`config.mk`:
```
export PLATFORM = sky130hd
export DESIGN_NAME = decimal_entry_encoder_flat
export DESIGN_NICKNAME = d
export VERILOG_FILES = /design/src/rtl/decimal_entry_encoder_pkg.sv /design/src/rtl/decimal_entry_encoder_if.sv /design/src/rtl/decimal_entry_encoder_bcd_to_binary_serial.sv /design/src/rtl/decimal_entry_encoder.sv /design/src/flat_wrapper.sv
export SDC_FILE = /design/constraint.sdc
export NUM_CORES = 1
export LEC_CHECK = 0
export CORE_MARGIN = 2
export CORE_UTILIZATION = 38
export CTS_CLUSTER_SIZE = 24
export DETAILED_ROUTE_END_ITERATION = 6
export DONT_BUFFER_PORTS = 1
export PLACE_DENSITY = 0.59
export SETUP_SLACK_MARGIN = 0.02
export SYNTH_ARGS = -nofsm -noshare
export SYNTH_HDL_FRONTEND = slang
export SYNTH_SLANG_ARGS = --single-unit
export TNS_END_PERCENT = 50
```
`constraint.sdc`:
```
create_clock -name clk -period 2.2 [get_ports clk]
set_clock_uncertainty 0.15 [all_clocks]
set_input_delay 0.33 -clock clk [delete_from_list [all_inputs] [get_ports clk]]
set_output_delay 0.33 -clock clk [all_outputs]
set_load 0.01 [all_outputs]
```
`src/rtl/decimal_entry_encoder_pkg.sv`:
```
// Shared constants and types for the keypad decimal entry path.
// Holds the FSM state encoding, BCD adjust constants and two's complement range limits.
package decimal_entry_encoder_pkg;

    localparam int NUM_DIGITS_DEF = 3;
    localparam int WIDTH_DEF      = 8;
    localparam int MAG_W_DEF      = 10;

    localparam logic [3:0] BCD_MAX   = 4'd9;
    localparam logic [3:0] DD_ADJ    = 4'd3;
    localparam logic [3:0] DD_THRESH = 4'd8;

    typedef enum logic [1:0] {
        ST_ENTRY   = 2'd0,
        ST_CONVERT = 2'd1,
        ST_CHECK   = 2'd2
    } state_e;

    function automatic int pos_max(input int w);
        return (1 << (w - 1)) - 1;
    endfunction

    function automatic int neg_max(input int w);
        return (1 << (w - 1));
    endfunction

    localparam int POS_MAX = pos_max(WIDTH_DEF);
    localparam int NEG_MAX = neg_max(WIDTH_DEF);

endpackage

```
`src/rtl/decimal_entry_encoder_if.sv`:
```
// Keypad-side bus: digit/sign/enter/clear strobes in, live BCD echo and converted result out.
interface decimal_entry_encoder_if #(
    parameter int NUM_DIGITS = 3,
    parameter int WIDTH      = 8
);
    localparam int CNT_W = $clog2(NUM_DIGITS + 1);

    logic                    digit_valid;
    logic [3:0]              digit;
    logic                    sign_toggle;
    logic                    enter;
    logic                    clear;
    logic [4*NUM_DIGITS-1:0] entry_digits;
    logic [CNT_W-1:0]        entry_count;
    logic                    entry_sign;
    logic                    busy;
    logic                    result_valid;
    logic [WIDTH-1:0]        value;
    logic                    error;

    modport master (
        output digit_valid, digit, sign_toggle, enter, clear,
        input  entry_digits, entry_count, entry_sign, busy, result_valid, value, error
    );

    modport slave (
        input  digit_valid, digit, sign_toggle, enter, clear,
        output entry_digits, entry_count, entry_sign, busy, result_valid, value, error
    );

endinterface

```
`src/rtl/decimal_entry_encoder_bcd_to_binary_serial.sv`:
```
// Serial reverse double-dabble: one shift/adjust step per cycle, 4*NUM_DIGITS steps total.
module bcd_to_binary_serial
    import decimal_entry_encoder_pkg::*;
#(
    parameter int NUM_DIGITS = NUM_DIGITS_DEF,
    parameter int MAG_W      = MAG_W_DEF
) (
    input  logic                    clk,
    input  logic                    rst_n,
    input  logic                    start_i,
    input  logic                    abort_i,
    input  logic [4*NUM_DIGITS-1:0] bcd_i,
    output logic                    busy_o,
    output logic                    done_o,
    output logic [MAG_W-1:0]        mag_o
);
    localparam int BCD_W = 4 * NUM_DIGITS;
    localparam int CNT_W = $clog2(BCD_W);
    localparam logic [CNT_W-1:0] LAST_STEP = CNT_W'(BCD_W - 1);

    logic [BCD_W-1:0] bcd_q, bcd_d;
    logic [BCD_W-1:0] bin_q, bin_d;
    logic [CNT_W-1:0] cnt_q, cnt_d;
    logic             run_q, run_d;

    logic [BCD_W-1:0] bcd_sh;
    logic [BCD_W-1:0] bin_sh;
    logic [BCD_W-1:0] bcd_adj;

    assign bcd_sh = {1'b0, bcd_q[BCD_W-1:1]};
    assign bin_sh = {bcd_q[0], bin_q[BCD_W-1:1]};

    // After the shift, any digit that picked up the carried-in half (>=8) gets 3 removed.
    for (genvar gi = 0; gi < NUM_DIGITS; gi++) begin : g_adj
        assign bcd_adj[4*gi +: 4] = (bcd_sh[4*gi +: 4] >= DD_THRESH)
                                    ? (bcd_sh[4*gi +: 4] - DD_ADJ)
                                    : bcd_sh[4*gi +: 4];
    end

    always_comb begin
        bcd_d = bcd_q;
        bin_d = bin_q;
        cnt_d = cnt_q;
        run_d = run_q;
        if (abort_i) begin
            run_d = 1'b0;
        end else if (start_i) begin
            bcd_d = bcd_i;
            bin_d = '0;
            cnt_d = '0;
            run_d = 1'b1;
        end else if (run_q) begin
            bcd_d = bcd_adj;
            bin_d = bin_sh;
            cnt_d = cnt_q + 1'b1;
            if (cnt_q == LAST_STEP) begin
                run_d = 1'b0;
            end
        end
    end

    always_ff @(posedge clk) begin
        if (!rst_n) begin
            bcd_q <= '0;
            bin_q <= '0;
            cnt_q <= '0;
            run_q <= 1'b0;
        end else begin
            bcd_q <= bcd_d;
            bin_q <= bin_d;
            cnt_q <= cnt_d;
            run_q <= run_d;
        end
    end

    assign busy_o = run_q;
    assign done_o = run_q && (cnt_q == LAST_STEP);
    assign mag_o  = MAG_W'(bin_q);

endmodule

```
`src/rtl/decimal_entry_encoder.sv`:
```
// Signed decimal keypad entry: BCD buffer with live echo, serial conversion on enter,
// range check and two's complement result with a one-cycle valid strobe.
module decimal_entry_encoder
    import decimal_entry_encoder_pkg::*;
#(
    parameter int NUM_DIGITS = NUM_DIGITS_DEF,
    parameter int WIDTH      = WIDTH_DEF,
    parameter int MAG_W      = MAG_W_DEF
) (
    input  logic                   clk,
    input  logic                   rst_n,
    decimal_entry_encoder_if.slave bus
);
    localparam int BCD_W = 4 * NUM_DIGITS;
    localparam int CNT_W = $clog2(NUM_DIGITS + 1);
    localparam logic [MAG_W-1:0] POS_LIM  = MAG_W'(pos_max(WIDTH));
    localparam logic [MAG_W-1:0] NEG_LIM  = MAG_W'(neg_max(WIDTH));
    localparam logic [CNT_W-1:0] CNT_FULL = CNT_W'(NUM_DIGITS);

    state_e           state_q, state_d;
    logic [BCD_W-1:0] digits_q, digits_d;
    logic [CNT_W-1:0] count_q, count_d;
    logic             sign_q, sign_d;
    logic             fresh_q, fresh_d;
    logic [WIDTH-1:0] value_q, value_d;
    logic             error_q, error_d;

    logic             conv_start;
    logic             conv_abort;
    logic             conv_busy;
    logic             conv_done;
    logic [MAG_W-1:0] conv_mag;

    logic             digit_ok;
    logic             range_fail;
    logic [WIDTH-1:0] mag_w;
    logic [WIDTH-1:0] signed_val;
    logic             check_fire;
    logic [BCD_W-1:0] digits_base;
    logic [CNT_W-1:0] count_base;
    logic             sign_base;

    bcd_to_binary_serial #(
        .NUM_DIGITS (NUM_DIGITS),
        .MAG_W      (MAG_W)
    ) u_conv (
        .clk     (clk),
        .rst_n   (rst_n),
        .start_i (conv_start),
        .abort_i (conv_abort),
        .bcd_i   (digits_q),
        .busy_o  (conv_busy),
        .done_o  (conv_done),
        .mag_o   (conv_mag)
    );

    assign digit_ok   = bus.digit_valid && (bus.digit <= BCD_MAX);
    assign range_fail = sign_q ? (conv_mag > NEG_LIM) : (conv_mag > POS_LIM);
    assign mag_w      = conv_mag[WIDTH-1:0];
    // -128 wraps onto itself and -0 onto 0, which is exactly what the range allows.
    assign signed_val = sign_q ? (~mag_w + 1'b1) : mag_w;

    always_comb begin
        state_d     = state_q;
        digits_d    = digits_q;
        count_d     = count_q;
        sign_d      = sign_q;
        fresh_d     = fresh_q;
        value_d     = value_q;
        error_d     = error_q;
        conv_start  = 1'b0;
        conv_abort  = 1'b0;
        check_fire  = 1'b0;
        digits_base = digits_q;
        count_base  = count_q;
        sign_base   = sign_q;

        case (state_q)
            ST_ENTRY: begin
                if (bus.clear) begin
                    digits_d = '0;
                    count_d  = '0;
                    sign_d   = 1'b0;
                    fresh_d  = 1'b0;
                end else if (bus.enter) begin
                    conv_start = 1'b1;
                    state_d    = ST_CONVERT;
                end else begin
                    // A shown result stays on display until the next edit starts a new entry.
                    if (fresh_q && (digit_ok || bus.sign_toggle)) begin
                        digits_base = '0;
                        count_base  = '0;
                        sign_base   = 1'b0;
                        fresh_d     = 1'b0;
                    end
                    digits_d = digits_base;
                    count_d  = count_base;
                    sign_d   = sign_base;
                    if (digit_ok && (count_base < CNT_FULL)) begin
                        digits_d = {digits_base[BCD_W-5:0], bus.digit};
                        count_d  = count_base + 1'b1;
                    end
                    if (bus.sign_toggle) begin
                        sign_d = ~sign_base;
                    end
                end
            end
            ST_CONVERT: begin
                if (bus.clear) begin
                    conv_abort = 1'b1;
                    state_d    = ST_ENTRY;
                    digits_d   = '0;
                    count_d    = '0;
                    sign_d     = 1'b0;
                    fresh_d    = 1'b0;
                end else if (conv_done) begin
                    state_d = ST_CHECK;
                end
            end
            ST_CHECK: begin
                state_d = ST_ENTRY;
                if (bus.clear) begin
                    digits_d = '0;
                    count_d  = '0;
                    sign_d   = 1'b0;
                    fresh_d  = 1'b0;
                end else begin
                    check_fire = 1'b1;
                    fresh_d    = 1'b1;
                    error_d    = range_fail;
                    if (!range_fail) begin
                        value_d = signed_val;
                    end
                end
            end
            default: begin
                state_d = ST_ENTRY;
            end
        endcase
    end

    always_ff @(posedge clk) begin
        if (!rst_n) begin
            state_q  <= ST_ENTRY;
            digits_q <= '0;
            count_q  <= '0;
            sign_q   <= 1'b0;
            fresh_q  <= 1'b0;
            value_q  <= '0;
            error_q  <= 1'b0;
        end else begin
            state_q  <= state_d;
            digits_q <= digits_d;
            count_q  <= count_d;
            sign_q   <= sign_d;
            fresh_q  <= fresh_d;
            value_q  <= value_d;
            error_q  <= error_d;
        end
    end

    // value/error present the check outcome in the same cycle as result_valid.
    assign bus.entry_digits = digits_q;
    assign bus.entry_count  = count_q;
    assign bus.entry_sign   = sign_q;
    assign bus.busy         = conv_busy || (state_q == ST_CHECK);
    assign bus.result_valid = check_fire;
    assign bus.value        = value_d;
    assign bus.error        = error_d;

endmodule

```
`src/flat_wrapper.sv`:
```
// flat-port wrapper written by rule: the top's interface ports become plain ports
module decimal_entry_encoder_flat import decimal_entry_encoder_pkg::*;
#(
    parameter int NUM_DIGITS = NUM_DIGITS_DEF,
    parameter int WIDTH      = WIDTH_DEF,
    parameter int MAG_W      = MAG_W_DEF
)
  (clk, rst_n, bus_digit_valid, bus_digit, bus_sign_toggle, bus_enter, bus_clear, bus_entry_digits, bus_entry_count, bus_entry_sign, bus_busy, bus_result_valid, bus_value, bus_error);
  decimal_entry_encoder_if #(.NUM_DIGITS(NUM_DIGITS), .WIDTH(WIDTH)) bus_i ();
  input  logic clk;
  input  logic rst_n;
  input wire logic [$bits(bus_i.digit_valid)-1:0] bus_digit_valid;
  input wire logic [$bits(bus_i.digit)-1:0] bus_digit;
  input wire logic [$bits(bus_i.sign_toggle)-1:0] bus_sign_toggle;
  input wire logic [$bits(bus_i.enter)-1:0] bus_enter;
  input wire logic [$bits(bus_i.clear)-1:0] bus_clear;
  output wire logic [$bits(bus_i.entry_digits)-1:0] bus_entry_digits;
  output wire logic [$bits(bus_i.entry_count)-1:0] bus_entry_count;
  output wire logic [$bits(bus_i.entry_sign)-1:0] bus_entry_sign;
  output wire logic [$bits(bus_i.busy)-1:0] bus_busy;
  output wire logic [$bits(bus_i.result_valid)-1:0] bus_result_valid;
  output wire logic [$bits(bus_i.value)-1:0] bus_value;
  output wire logic [$bits(bus_i.error)-1:0] bus_error;
  assign bus_i.digit_valid = bus_digit_valid;
  assign bus_i.digit = bus_digit;
  assign bus_i.sign_toggle = bus_sign_toggle;
  assign bus_i.enter = bus_enter;
  assign bus_i.clear = bus_clear;
  assign bus_entry_digits = bus_i.entry_digits;
  assign bus_entry_count = bus_i.entry_count;
  assign bus_entry_sign = bus_i.entry_sign;
  assign bus_busy = bus_i.busy;
  assign bus_result_valid = bus_i.result_valid;
  assign bus_value = bus_i.value;
  assign bus_error = bus_i.error;
  decimal_entry_encoder #(.NUM_DIGITS(NUM_DIGITS), .WIDTH(WIDTH), .MAG_W(MAG_W)) u_core (.clk(clk), .rst_n(rst_n), .bus(bus_i));
endmodule
```
==> reports/qor.csv, run 1 <==
stage,metric,value,unit
finish,"commonest non-fill, non-tap cell in the layout",dfxtp_1,
setup_path,Critical Path AT,1.94,ns
synthesis,"Seq/Total Area, Yosys",40.67,%
synthesis,"FF+latch count, synth",56,
synthesis,mapped cell area,2756,um^2
setup_path,Crit Path Max Fanout,5,
synthesis,Adder-Cell Fraction of Synth Area,5.447,%
place,placed cell area,3018,um^2
clocking,CTS sink cnt,56,
drt,via/cell ratio,5.364,
power_and_ir_drop,Pwr Density,940.5,nW/um^2
synthesis,post-synthesis compound-gate area fraction,20.02,%
finish,ant diodes,0,
clocking,TritonCTS Buffers,5,
drt,drt first pass iters,4,
floorplanning,Die Span Y,89.17,um
synthesis,largest family of logic cells by synthesized area,simple AND/OR/NAND/NOR gates,
setup_path,type of origin of the critical path,register,
sta,max-slew violation count,0,
min_path,worst hold path type,in -> reg,
clocking,H-tree levels,2,
floorplanning,core area,7137,um^2
synthesis,Yosys warnings,0,
setup_path,"Data required, critical path",1.72,ns
clocking,clk buf depth,2,
drt,DRT iter0 DRCs,96,
place,Placer Congestion,0.7946,
sta,Rel. slew slack,64.25,%
flow_run,Max Cap Violations,0,
power_and_ir_drop,Peak VDD IR,447.2,uV
drt,vias,2360,
synthesis,Post-Synth XOR/XNOR Area,2.860,%
global_route,first-pass GRT wire length,10810,um
sta,PnR worst setup slack,-0.2239,ns
drt,drt total wl,6596,um
finish,most frequent cells in the layout,"dfxtp_1, nand2_1, nor2_1",
drt,routed wire length per instance,14.99,um
finish,Layout area overhead,20.38,%
drt,DRC violations left,0,
global_route,vias in the first global route,2270,
synthesis,Syn Area/Cell,8.560,um^2
global_route,GRT Total Usage,17.71,%
finish,share of cells above drive strength 1,20.82,%
synthesis,Syn Inst Count,322,
synthesis,asr flop ratio synth,0,%
floorplanning,Rows,31,
finish,"Design Area, Final",3318,um^2
power_and_ir_drop,Pleak,0.001254,uW
clocking,Clock Root Buffer,clkbuf_8,
run_status,status,finished with violations,
global_route,antenna violations before repair,0,
floorplanning,IO Count,36,
sta,Finish-stage setup viols,9,
synthesis,"EDFF count, synth",0,
synthesis,Synth Area in Simple Gates,21.97,%
floorplanning,die area,7951,um^2
global_route,largest net degree at the start of global routing,31,
sta,Tmin final,2.424,ns
floorplanning,Die X,89.17,um
place,buffers added on ports,0,
sta,f_max,412.6,MHz
global_route,grt ovf,0,
setup_path,critical path capture point type,output port,
synthesis,syn_nets,344,
sta,RSZ-0062 raised after global routing,yes,
sta,Worst-Margin Slew,0.5345,ns
synthesis,post-synthesis mux area share,4.358,%
run_status,failing checks,setup timing,
synthesis,Cell variety after synth,50,
sta,final period utilization,110.2,%
finish,"Net count, final",362,
sta,Final Hold Fails,0,
setup_path,Crit Path Class,reg -> out,
place,Place WS,-0.01294,ns
clocking,clock latency on the worst-skew pair,0.31,ns
synthesis,prevailing post-synth register cell,dfxtp_1,
sta,hold_ws,0.01301,ns
clocking,"Reg clk slew, reported paths",0.10,ns
clocking,TritonCTS clock tree,yes,
floorplanning,Initial Util,38.62,%
drt,Antenna Nets Post-Route,0,
place,DPL Wire Length,4648,um
report_power, final:
group / switching [uW] / internal (uW)
Combinational: 683 / 610
Sequential: 108 / 1120
Clock: 342 / 256
repair_timing:
| item | 4_1_cts | 5_1_grt |
|---|---|---|
| pin swaps | 4 | 8 |
| setup endpoints to repair | 9 | 45 |
| hold buffers | 1 | 0 |
| resized for setup | 8 | 18 |
| setup buffers | 4 | 3 |
| hold endpoints to repair | 13 | 0 |
synth_stat cells (3+ instances only):
library cell / instances / area share [%]
nand2_1: 43 / 5.9
ha_1: 12 / 5.4
mux2_4: 4 / 2.2
a22oi_1: 6 / 1.6
and3b_1: 3 / 0.95
a311oi_1: 3 / 0.95
o211ai_1: 6 / 1.6
and2_1: 10 / 2.3
nor2b_1: 4 / 0.91
a22o_1: 4 / 1.3
a221oi_1: 4 / 1.3
xnor2_1: 6 / 1.9
nor3_1: 5 / 0.91
clkbuf_1: 13 / 1.8
nor2_1: 32 / 4.4
xor2_1: 3 / 0.95
mux2i_1: 6 / 2.2
inv_1: 13 / 1.8
o21ai_0: 6 / 1.1
nand3_1: 14 / 2.5
o221a_2: 3 / 1.2
a211oi_1: 4 / 1.1
a21oi_1: 29 / 5.3
dfxtp_1: 56 / 41
sequential cells by signal (all words and copies together) (netlist names):
signal and flops:
u_core.fresh_q 1, u_core.state_q 2, u_core.u_conv.bcd_q 12, u_core.error_q 1, u_core.bus.entry_sign 1, u_core.u_conv.busy_o 1, u_core.u_conv.bin_q 12, u_core.bus.entry_digits 12
u_core.value_q 8, u_core.bus.entry_count 2, u_core.u_conv.cnt_q 4
worst paths after layout:
kind                                              start                    endpoint  slack, ns  cells after the start
worst max-delay path                  u_core.state_q[0]                bus_value[7]      -0.22                      5
worst min-delay path                              rst_n  u_core.bus.entry_digits[8]       0.01                      2
worst max register to register        u_core.state_q[0]  u_core.bus.entry_digits[3]       0.10                     11
worst min register to register  u_core.u_conv.bin_q[11]     u_core.u_conv.bin_q[11]       0.31                      2
layer usage:
metal  global-route usage (%)  vias to the layer above  wire length [um]
met5                        0                        -                 0
met4                    6.784                        0                93
met3                    4.340                        8               352
met2                    31.18                       49              3207
met1                    20.68                     1125              2942
li1                         -                     1178                 -
logic make-up (layout without fill, tap and decap cells):
logic type	after synthesis	after routing
mux	10	10
flops	56	56
simple gates	126	126
buf+inv	30	49
xor+xnor	9	9
compound gates	79	79
fa+ha+maj	12	12
area by class of cell:
type | count | area, um^2
inverters | 13 | 48.80
clock buffers | 6 | 82.58
well taps | 99 | 123.9
repair buffers | 28 | 245.2
multi-input cells | 236 | 1674
flip-flops and latches | 56 | 1129
clock inverters | 2 | 15.01
fillers | 720 | 3819
worst max-delay path: stages, from the launching register on:
cell	delay (ns)
dfxtp_2	0.34
inv_2	0.07
ha_4	0.12
or4b_4	0.49
or4b_4	0.52
nand2_4	0.09
per-stage QoR:
step | TNS, ns | power [uW] | util, % | std cells
floorplan | 0 | 1984 | - | 322
global placement | 0 | 2309 | 42.29 | 424
detailed placement | -0.02525 | 2328 | 42.29 | 424
CTS | -1.573 | 2980 | 44.67 | 437
global route | -2.136 | 3319 | 46.49 | 440
finish | -1.488 | 3121 | 46.49 | 440
(Power assumes the default switching activity.)
==> run 2: changes to the inputs <==
--- a/config.mk
+++ b/config.mk
@@ -5,6 +5,7 @@
 export SDC_FILE = /design/constraint.sdc
 export NUM_CORES = 1
 export LEC_CHECK = 0
+export CAP_MARGIN = 20
 export CORE_MARGIN = 2
 export CORE_UTILIZATION = 38
 export CTS_CLUSTER_SIZE = 24
@@ -15,4 +16,4 @@
 export SYNTH_ARGS = -nofsm -noshare
 export SYNTH_HDL_FRONTEND = slang
 export SYNTH_SLANG_ARGS = --single-unit
-export TNS_END_PERCENT = 50
+export TNS_END_PERCENT = 10
==> run 2 against run 1 <==
The run still ends with setup timing left. Register-to-register slack better by 0.04 ns. Core utilization down 1.2 points. Sequential share of layout area increased by 0.91 points. Final area down 2.6%. First-iteration DRC count up 24%. Power fell by 4.4%. Global-route usage shrank 0.057 points. Critical endpoint unchanged.
==> reports/qor.csv, run 2 (synthesis results as in run 1) <==
stage,metric,value,unit
sta,f_max,412.8,MHz
floorplanning,Die X,89.17,um
setup_path,flop-to-flop setup slack,0.14,ns
finish,ant diodes,0,
global_route,GRT Total Usage,17.65,%
floorplanning,IO Count,36,
power_and_ir_drop,Comb power frac,38.7,%
drt,routed wire length per instance,14.92,um
place,placed cell count,424,
clocking,CTS sink cnt,56,
drt,via/cell ratio,5.364,
finish,share of cells above drive strength 1,19.23,%
setup_path,Worst path max stage delay,0.52,ns
global_route,first-pass GRT wire length,10750,um
power_and_ir_drop,Psw,1085,uW
drt,drt total wl,6520,um
drt,drt first pass iters,4,
floorplanning,die area,7951,um^2
drt,DRC violations left,0,
min_path,Hold Path Stages,2,
global_route,vias in the first global route,2262,
setup_path,crit path buf inv count,1,
sta,Worst-Margin Slew,0.5302,ns
sta,final period utilization,110.1,%
finish,"Net count, final",359,
power_and_ir_drop,clock power share,20.1,%
global_route,antenna violations before repair,0,
drt,vias,2344,
floorplanning,core area,7137,um^2
floorplanning,Die Span Y,89.17,um
setup_path,reg2reg end,u_core.bus.entry_digits[3],
sta,Finish-stage setup viols,9,
sta,Final Hold Fails,0,
place,Placer Congestion,0.7946,
finish,most frequent cells in the layout,"dfxtp_1, nand2_1, nor2_1",
sta,setup TNS,-1.460,ns
global_route,largest net degree at the start of global routing,31,
setup_path,Crit Path Class,reg -> out,
floorplanning,Rows,31,
sta,Rel. slew slack,64.54,%
finish,"Design Area, Final",3232,um^2
clocking,Clock Root Buffer,clkbuf_8,
sta,max-slew violation count,0,
power_and_ir_drop,Pleak,0.001229,uW
clocking,TritonCTS clock tree,yes,
setup_path,CP cell instances,"inv_2, ha_4, or4b_4, or4b_4, nand2_4",
setup_path,"most used cell, CP",or4b_4,
power_and_ir_drop,Pwr Density,923.4,nW/um^2
setup_path,Crit Path Max Fanout,5,
global_route,grt ovf,0,
run_status,failing checks,setup timing,
min_path,min-delay src,rst_n,
setup_path,critical path capture point type,output port,
place,buffers added on ports,0,
setup_path,Critical Path AT,1.94,ns
power_and_ir_drop,Internal,1900,uW
place,DPL Wire Length,4648,um
setup_path,"Data required, critical path",1.72,ns
clocking,clock latency on the worst-skew pair,0.31,ns
power_and_ir_drop,Reg power frac,41.2,%
drt,DRT iter0 DRCs,119,
setup_path,family with the most delay on the worst path,simple AND/OR/NAND/NOR gates,
setup_path,worst r2r path cells,9,
setup_path,type of origin of the critical path,register,
floorplanning,Initial Util,38.62,%
run_status,status,finished with violations,
flow_run,Max Cap Violations,0,
setup_path,Reg-to-Reg Start,u_core.state_q[0],
place,placed cell area,3018,um^2
power_and_ir_drop,Switching Share,36.34,%
drt,Antenna Nets Post-Route,0,
clocking,H-tree levels,2,
finish,"commonest non-fill, non-tap cell in the layout",dfxtp_1,
setup_path,"Slowest-stage cell, CP",or4b_4,
finish,Layout area overhead,17.25,%
sta,RSZ-0062 raised after global routing,yes,
min_path,worst hold path type,in -> reg,
clocking,"Reg clk slew, reported paths",0.10,ns
clocking,clk buf depth,2,
power_and_ir_drop,Peak VDD IR,445.7,uV
finish,"non-filler cells, final",437,
clocking,TritonCTS Buffers,5,
min_path,hold endpoint,u_core.bus.entry_digits[8],
sta,PnR worst setup slack,-0.2225,ns
sta,Tmin final,2.422,ns
==> run 2: final cells by class <==
cell class                      instances  area, um^2
Timing Repair Buffer                   25       219.0
Multi-Input combinational cell        236        1614
Sequential cell                        56        1129
Clock inverter                          2       15.01
Inverter                               13       48.80
Tap cell                               99       123.9
Fill cell                             733        3905
Clock buffer                            6       82.58
==> run 2: repair_timing <==
item | CTS | global route
pin swaps | 4 | 1
cloned | 0 | 0
gates resized for setup | 7 | 10
hold buffers | 1 | 0
setup buffers | 3 | 1
setup endpoints to repair | 9 | 29
hold endpoints to repair | 13 | 0
==> run 2: worst max path at each step <==
| stage | start | cells after the start | endpoint |
|---|---|---|---|
| 2_1_floorplan | u_core.state_q[0] | 6 | bus_value[7] |
| 3_3_place_gp | bus_digit[1] | 9 | u_core.bus.entry_digits[8] |
| 3_5_place_dp | bus_digit[1] | 9 | u_core.bus.entry_digits[9] |
| 4_1_cts | u_core.state_q[0] | 5 | bus_value[7] |
| 5_1_grt | u_core.state_q[0] | 5 | bus_value[7] |
| 6_report | u_core.state_q[0] | 5 | bus_value[7] |
==> run 2: per-stage QoR <==
step                      util (%)  setup slack [ns]  total power [uW]  hold slack (ns)
final                        45.28           -0.2225              2984          0.01094
after floorplan                  -           0.02408              1984           0.2821
after CTS                    44.53           -0.2378              2963         0.004021
after global routing         45.28           -0.2988              3174          0.01183
after detailed placement     42.29          -0.01294              2328           0.2967
after global placement       42.29           0.01781              2309           0.2918
==> run 2: power groups by stage <==
stage / logic, uW / registers [uW] / clock network (uW)
finish: 1150 / 1230 / 601
global route: 1270 / 1250 / 655
CTS: 1120 / 1230 / 619
detailed placement: 1080 / 1250 / 0
global placement: 1060 / 1250 / 0
floorplan: 761 / 1220 / 0
==> run 2: worst reg2reg max path: cells and delay by family, from the launching register on <==
kind | cells | cell delay [ns]
AND/OR/NAND/NOR | 3 | 0.45
AO/OA/AOI/OAI | 2 | 0.38
buffers and inverters | 3 | 0.37
flip-flops | 1 | 0.35
adder cells (fa/ha/maj) | 1 | 0.31
==> run 2: per-layer routing <==
layer | GRT usage [%] | routed length [um]
met4 | 6.784 | 111
met1 | 20.57 | 2938
met2 | 31.11 | 3147
met3 | 4.340 | 323
met5 | 0 | 0
==> run 3: changes to the inputs <==
--- a/config.mk
+++ b/config.mk
@@ -6,6 +6,7 @@
 export NUM_CORES = 1
 export LEC_CHECK = 0
 export CAP_MARGIN = 20
+export CORE_ASPECT_RATIO = 0.6
 export CORE_MARGIN = 2
 export CORE_UTILIZATION = 38
 export CTS_CLUSTER_SIZE = 24
@@ -13,6 +14,8 @@
 export DONT_BUFFER_PORTS = 1
 export PLACE_DENSITY = 0.59
 export SETUP_SLACK_MARGIN = 0.02
+export SKIP_CTS_REPAIR_TIMING = 1
+export SLEW_MARGIN = 25
 export SYNTH_ARGS = -nofsm -noshare
 export SYNTH_HDL_FRONTEND = slang
 export SYNTH_SLANG_ARGS = --single-unit
==> run 3 against run 2 <==
The flow still finishes with violations (setup timing). Critical path depth did not move. Cell count down 3.4%. Final area fell by 0.81%. Combinational power down 5%. First-iteration DRC count is 120% higher. Global-route usage up 0.33 points. Fmax fell by 1.7%. Worst setup slack lost 0.042 ns. Sequential power hardly changed. Register-to-register slack got worse by 0.03 ns. Clock power rose by 51%. Core utilization increased by 1.5 points. Largest cell class unchanged. Largest power group unchanged.
==> reports/qor.csv, run 3 (synthesis results as in run 1) <==
stage,metric,value,unit
clocking,"Reg clk slew, reported paths",0.07,ns
global_route,GRT Total Usage,17.98,%
run_status,status,finished with violations,
sta,final period utilization,112.0,%
min_path,hold endpoint,u_core.value_q[6],
setup_path,CP cell instances,"inv_2, ha_4, or4b_4, or4b_4, nand2_4",
setup_path,worst r2r path cells,6,
floorplanning,IO Count,36,
setup_path,Critical Path AT,1.98,ns
floorplanning,Rows,23,
setup_path,crit path buf inv count,1,
drt,via/cell ratio,5.597,
clocking,TritonCTS clock tree,yes,
finish,share of cells above drive strength 1,16.42,%
setup_path,reg2reg end,u_core.value_q[3],
floorplanning,Die X,114.0,um
drt,Antenna Nets Post-Route,0,
sta,Rel. slew slack,71.56,%
flow_run,Max Cap Violations,0,
clocking,clock latency on the worst-skew pair,0.30,ns
drt,vias,2362,
min_path,min-delay src,rst_n,
clocking,H-tree levels,2,
run_status,failing checks,setup timing,
finish,# fillers,662,
drt,routed wire length per instance,16.58,um
sta,Final Hold Fails,0,
global_route,largest net degree at the start of global routing,31,
setup_path,"Data required, critical path",1.72,ns
sta,setup TNS,-1.859,ns
setup_path,Crit Path Max Fanout,6,
global_route,antenna violations before repair,0,
place,DPL Wire Length,5114,um
clocking,Clock Root Buffer,clkbuf_16,
sta,RSZ-0062 raised after global routing,yes,
sta,Tmin final,2.464,ns
clocking,clk buf depth,2,
place,Placer Congestion,0.8006,
min_path,Hold Path Stages,1,
clocking,TritonCTS Buffers,5,
sta,f_max,405.8,MHz
setup_path,Worst path max stage delay,0.56,ns
setup_path,Reg-to-Reg Start,u_core.state_q[0],
finish,ant diodes,0,
sta,Worst-Margin Slew,0.4257,ns
setup_path,Crit Path Class,reg -> out,
floorplanning,die area,7973,um^2
setup_path,critical path capture point type,output port,
drt,drt first pass iters,5,
sta,PnR worst setup slack,-0.2645,ns
global_route,first-pass GRT wire length,11390,um
place,buffers added on ports,0,
drt,DRT iter0 DRCs,263,
floorplanning,Initial Util,40.24,%
sta,Finish-stage setup viols,9,
sta,max-slew violation count,0,
setup_path,type of origin of the critical path,register,
place,Place WS,0.01614,ns
finish,most frequent cells in the layout,"dfxtp_1, nand2_1, nor2_1",
floorplanning,Die Span Y,69.97,um
min_path,worst hold path type,in -> reg,
global_route,vias in the first global route,2174,
clocking,CTS sink cnt,56,
drt,DRC violations left,0,
finish,Layout area overhead,16.30,%
finish,"Net count, final",356,
power_and_ir_drop,Peak VDD IR,368.7,uV
drt,drt total wl,6998,um
setup_path,"most used cell, CP",or4b_4,
power_and_ir_drop,Pwr Density,1009,nW/um^2
power_and_ir_drop,Pleak,0.001230,uW
floorplanning,core area,6849,um^2
setup_path,family with the most delay on the worst path,simple AND/OR/NAND/NOR gates,
global_route,grt ovf,0,
setup_path,flop-to-flop setup slack,0.11,ns
setup_path,"Slowest-stage cell, CP",or4b_4,
finish,"commonest non-fill, non-tap cell in the layout",dfxtp_1,
==> run 3: changes by cell type in the layout (fill, tap and decap cells not counted), moves of 2 or more <==
cell	change
clkbuf_8	-6
nor2_2	-2
clkbuf_16	+5
buf_4	-2
nor2_1	+2
==> run 3: how the worst max path moves through the flow <==
stage                                 start                         end  slack [ns]  cells after the start
after floorplan           u_core.state_q[0]                bus_value[7]        0.02                      6
after global placement    u_core.state_q[0]                bus_value[0]        0.05                      5
after detailed placement       bus_digit[1]  u_core.bus.entry_digits[9]        0.02                      9
after CTS                 u_core.state_q[1]                bus_value[3]       -0.31                      4
after global routing      u_core.state_q[0]                bus_value[0]       -0.31                      5
final                     u_core.state_q[0]                bus_value[7]       -0.26                      5
==> run 3: metrics by stage <==
stage	total power (uW)	utilization (%)	std cells	cell area [um^2]	hold slack [ns]
after CTS	3228	46.40	421	3178	0.001531
after floorplan	1984	-	322	2793	0.2821
after global placement	2304	43.95	413	3010	0.2923
final	3235	46.80	422	3206	0.003775
after global routing	3435	46.80	422	3206	0.0007039
after detailed placement	2319	43.95	413	3010	0.2983
==> run 3: where the power goes <==
| group | internal, uW | switching [uW] |
|---|---|---|
| combinational | 470 | 621 |
| sequential | 1120 | 111 |
| clock | 536 | 374 |
==> run 3: layer usage <==
layer | share of wire (%) | vias up | GRT usage [%]
li1 | - | 1160 | -
met1 | 50 | 1118 | 26.45
met2 | 40 | 75 | 24.14
met3 | 9.1 | 9 | 7.552
met4 | 0.89 | 0 | 3.523
met5 | 0 | - | 0
==> run 3: cell type report <==
cell class	count	area, um^2	area share (%)
Multi-Input combinational cell	236	1560	48.67
Tap cell	87	108.9	3.396
Clock buffer	5	125.1	3.903
Clock inverter	3	42.54	1.327
Timing Repair Buffer	22	192.7	6.011
Sequential cell	56	1127	35.17
Inverter	13	48.80	1.522
